### src/rtl/proc_pkg.sv
// Shared processor definitions for the execute-stage shifter.
//   state_t : shifter FSM encoding (IDLE / SHIFT / DONE)
//   WORD_W  : datapath word width
//   SHAMT_W : shift-amount width, clog2(WORD_W)
package proc_pkg;

  localparam int WORD_W  = 32;
  localparam int SHAMT_W = 5;

  typedef enum logic [1:0] {
    IDLE  = 2'b00,
    SHIFT = 2'b01,
    DONE  = 2'b10
  } state_t;

endpackage

### src/rtl/shiftright_seq.sv
// Iterative right shifter (SRL/SRA/SRLV/SRAV), one bit per clock.
// Ports:
//   clk, rst_n          clock, synchronous active-low reset
//   in_valid/in_ready   request handshake; in_ready high only in IDLE
//   in, shamt, arith    operand, shift amount (0..WIDTH-1), 1 = sign fill
//   out_valid/out_ready result handshake; result held until consumed
//   out                 shifted result (retained after handoff)
//   busy                high in SHIFT or DONE
// SHAMT_W must equal clog2(WIDTH).
module shiftright_seq
  import proc_pkg::*;
#(
  parameter int WIDTH   = WORD_W,
  parameter int SHAMT_W = proc_pkg::SHAMT_W
) (
  input  logic               clk,
  input  logic               rst_n,
  input  logic               in_valid,
  output logic               in_ready,
  input  logic [WIDTH-1:0]   in,
  input  logic [SHAMT_W-1:0] shamt,
  input  logic               arith,
  output logic               out_valid,
  input  logic               out_ready,
  output logic [WIDTH-1:0]   out,
  output logic               busy
);

  state_t             state;
  logic [WIDTH-1:0]   data;
  logic [SHAMT_W-1:0] count;
  logic               mode;
  logic [WIDTH-1:0]   step;
  logic               accept;
  logic               last;

  assign in_ready = (state == IDLE);
  assign busy     = (state != IDLE);
  assign accept   = in_valid && in_ready;
  // count still holds the remaining shifts, so the edge seeing 1 is the last.
  assign last     = (state == SHIFT) && (count == SHAMT_W'(1));

  // One-bit step; the current MSB is still the original sign bit.
  assign step = {mode & data[WIDTH-1], data[WIDTH-1:1]};

  // Control: state and registered out_valid.
  always_ff @(posedge clk) begin
    if (!rst_n) begin
      state     <= IDLE;
      out_valid <= 1'b0;
    end else begin
      case (state)
        IDLE: begin
          if (in_valid) begin
            if (shamt == '0) begin
              state     <= DONE;
              out_valid <= 1'b1;
            end else begin
              state <= SHIFT;
            end
          end
        end
        SHIFT: begin
          if (last) begin
            state     <= DONE;
            out_valid <= 1'b1;
          end
        end
        DONE: begin
          if (out_ready) begin
            state     <= IDLE;
            out_valid <= 1'b0;
          end
        end
        default: begin
          state     <= IDLE;
          out_valid <= 1'b0;
        end
      endcase
    end
  end

  // Datapath: operand, remaining count, fill mode and the result register.
  // out only loads on completion, so it is stable in DONE and after handoff.
  always_ff @(posedge clk) begin
    if (!rst_n) begin
      data  <= '0;
      count <= '0;
      mode  <= 1'b0;
      out   <= '0;
    end else if (accept) begin
      data  <= in;
      count <= shamt;
      mode  <= arith;
      if (shamt == '0) out <= in;
    end else if (state == SHIFT) begin
      data  <= step;
      count <= count - SHAMT_W'(1);
      if (last) out <= step;
    end
  end

endmodule

### config.mk
export PLATFORM = sky130hd
export DESIGN_NAME = shiftright_seq
export DESIGN_NICKNAME = d
export VERILOG_FILES = /design/src/rtl/proc_pkg.sv /design/src/rtl/shiftright_seq.sv
export SDC_FILE = /design/constraint.sdc
export NUM_CORES = 1
export LEC_CHECK = 0
export ABC_AREA = 1
export BUFFER_PORTS_ARGS = -buffer_cell sky130_fd_sc_hd__buf_2
export CAP_MARGIN = 20
export CELL_PAD_IN_SITES_DETAIL_PLACEMENT = 1
export CELL_PAD_IN_SITES_GLOBAL_PLACEMENT = 1
export CORE_MARGIN = 2
export CORE_UTILIZATION = 41
export CTS_CLUSTER_DIAMETER = 30
export DETAILED_ROUTE_END_ITERATION = 16
export HOLD_SLACK_MARGIN = 0.1
export PLACE_DENSITY = 0.94
export SLEW_MARGIN = 0
export SYNTH_ARGS = -nofsm -noshare
export SYNTH_HDL_FRONTEND = slang
export SYNTH_SLANG_ARGS = --single-unit
### constraint.sdc
create_clock -name clk -period 2.4 [get_ports clk]
set_clock_uncertainty 0.2 [all_clocks]
set_input_delay 0 -clock clk [delete_from_list [all_inputs] [get_ports clk]]
set_output_delay 0 -clock clk [all_outputs]
set_load 0.02 [all_outputs]
==> metrics <==
status complete, no violations; multi-input logic area 1752 um2; FF+latch count, synth 72; Peak VDD IR 415.8 uV; most frequent cells in the layout 148 x nand2_1, 76 x buf_2, 71 x dfxtp_1, 70 x inv_1, 49 x dlygate4sd3_1; critical path class flip-flop to flip-flop; Site Rows 34; Num CTS Buffers 9; filler instances 1155; htree depth 3; Hold Violations, Final 0; Hold Path Class flip-flop to flip-flop; initial antenna violation count 0; Yosys top cell by area dfxtp_1; CP max FO 39; # nets final 687; first-pass GRT wire length 20030 um; top sig layer met4; register area 1443 um2; largest net degree at the start of global routing 43; RSZ-0062 raised after global routing false; Slew @ Worst Pin 0.6366 ns; post-synth cell types 26; Die ar. 9691 um2; Clock Latency Late Sink 0.35 ns; CTS Buffer Depth 2; DIE WIDTH 98.45 um; Post-Layout Inst Area 4758 um2; period utilization 93.06%; DRC errors left 0; leakage 0.002451 uW; Synth async-reset ratio 0%; Post-synth EDFFs 0; Overflow after GRT 0; sequential cell area fraction in the yosys report 39.41%; Req. time, crit path 2.50 ns; port buffer count 76; Worst EP arrival 2.34 ns; GRT Total Usage 25.49%; Final TNS setup 0 ns; worst hold slack 0.2558 ns; vias per cell 5.210; Max Fclk 447.7 MHz; Die Span Y 98.45 um; area delta synth->final 30.11%; number of global-route vias before repair 4229; Starting Density 42.14%; Slew headroom 57.56%; DP Area 4091 um2; syn avg cell area 6.887 um2; max-slew violations 0; # IOs 77; via count 3923; ANT cells 0; Final setup viols 0; Cell Pwr Density 817.1 nW/um2; Max-Cap Viols 0; Syn Inst Count 531; Synth top area share 39.41%; CP Launch Type flip-flop; fraction of layout cells with a size suffix above 1 19.22%; Total Wirelength 11840 um; routed len/inst 15.72 um; met2 wire length 5976 um; Synth Warn # 0; root buf cell clkbuf_8; CTS tree yes; Metal-1 WL 4923 um; DRT iter0 DRCs 101; most used flip-flop cell after synthesis dfxtp_1; met3 wire length 560 um; Syn Nets 575; GPL Wtd Cong 0.7695; clock slew at reported path FFs 0.08 ns; CORE AREA 8678 um2; # clock sinks 72; commonest non-fill, non-tap cell in the layout nand2_1; mapped cell area 3657 um2; Synth area leaders dfxtp_1 39%, nand2_1 15%, inv_1 7.2%, nand3b_1 6.2%, nand3_1 6.0%; HPWL after detailed placement 7130 um; post-route ant nets 0; CP endpoint kind flip-flop; Detailed Routing Iterations Pass 1 4; Tmin final 2.233 ns
==> timing repair <==
action,CTS,global route
buffers inserted,0,0
setup endpoints to repair,0,1
hold buffers,49,0
endpoints found under the hold margin,72,0
resized for setup,0,5
==> power breakdown <==
group | internal, uW | total (uW) | switching [uW]
Combinational | 530 | 1510 | 981
Clock | 414 | 842 | 428
Sequential | 1400 | 1540 | 133
==> sequential cells by signal, indices dropped and copies added (netlist names) <==
name / cells
mode: 1
count: 5
out: 32
state: 2
data: 31
out_valid: 1
==> worst max-delay path: stages, from the launching register on <==
cell	delay (ns)
dfxtp_1	0.38
o21ai_2	0.38
inv_4	0.18
buf_12	0.22
nand2_1	0.09
o211ai_2	0.07
dlygate4sd3_1	0.59
inv_1	0.05
==> area by class of cell <==
cell class | count | area share, %
clock buffer | 12 | 3.261
clock inverter | 1 | 0.1052
inverter | 77 | 6.127
multi-input combinational | 346 | 36.81
sequential | 72 | 30.32
tap | 108 | 2.840
timing repair buffer | 137 | 20.54
==> final timing paths <==
check	cells after the start	startpoint	to	slack [ns]
max reg2reg	7	state[0]$_SDFFE_PN0P_	data[24]$_SDFFE_PN0P_	0.17
min	2	out_valid$_SDFFE_PN0P_	out_valid$_SDFFE_PN0P_	0.26
min reg2reg	2	out_valid$_SDFFE_PN0P_	out_valid$_SDFFE_PN0P_	0.26
max	7	state[0]$_SDFFE_PN0P_	data[24]$_SDFFE_PN0P_	0.17
==> metal layers <==
metal	vias to the layer above	global-route usage, %
li1	1913	-
met1	1867	29.10
met2	108	45.11
met3	35	5.319
met4	0	12.64
met5	-	0
==> logic make-up (layout without fill, tap and decap cells) <==
logic type               count (synthesis)  in the layout  synth area share (%)
adder cells (fa/ha/maj)                  2              2                0.6841
AND/OR/NAND/NOR                        269            269                 33.01
flip-flops                              72             72                 39.41
AO/OA/AOI/OAI                           75             75                 13.89
buffers and inverters                  113            227                 13.00
==> through the flow <==
stage | util, % | setup slack, ns | cells | total power, uW
final | 54.83 | 0.1665 | 753 | 3888
after global routing | 54.83 | 0.04604 | 753 | 4151
after CTS | 54.64 | 0.05856 | 753 | 3843
after detailed placement | 47.15 | 0.5217 | 691 | 2919
after global placement | 47.15 | 0.6332 | 691 | 2832
after floorplan | - | 0.8691 | 531 | 2552
==> Yosys cell counts (2+ instances only) <==
library cell / instances
inv_2: 7
nor2_1: 40
o211ai_1: 21
dfxtp_1: 72
nand3_1: 44
o21ai_0: 2
nand2_1: 149
ha_1: 2
a31oi_1: 5
buf_2: 11
a21oi_1: 35
buf_4: 6
nand3b_1: 30
inv_1: 70
buf_6: 2
o211ai_2: 9
nor2_4: 2
clkbuf_1: 16
Power figures use the tool's default switching activity.
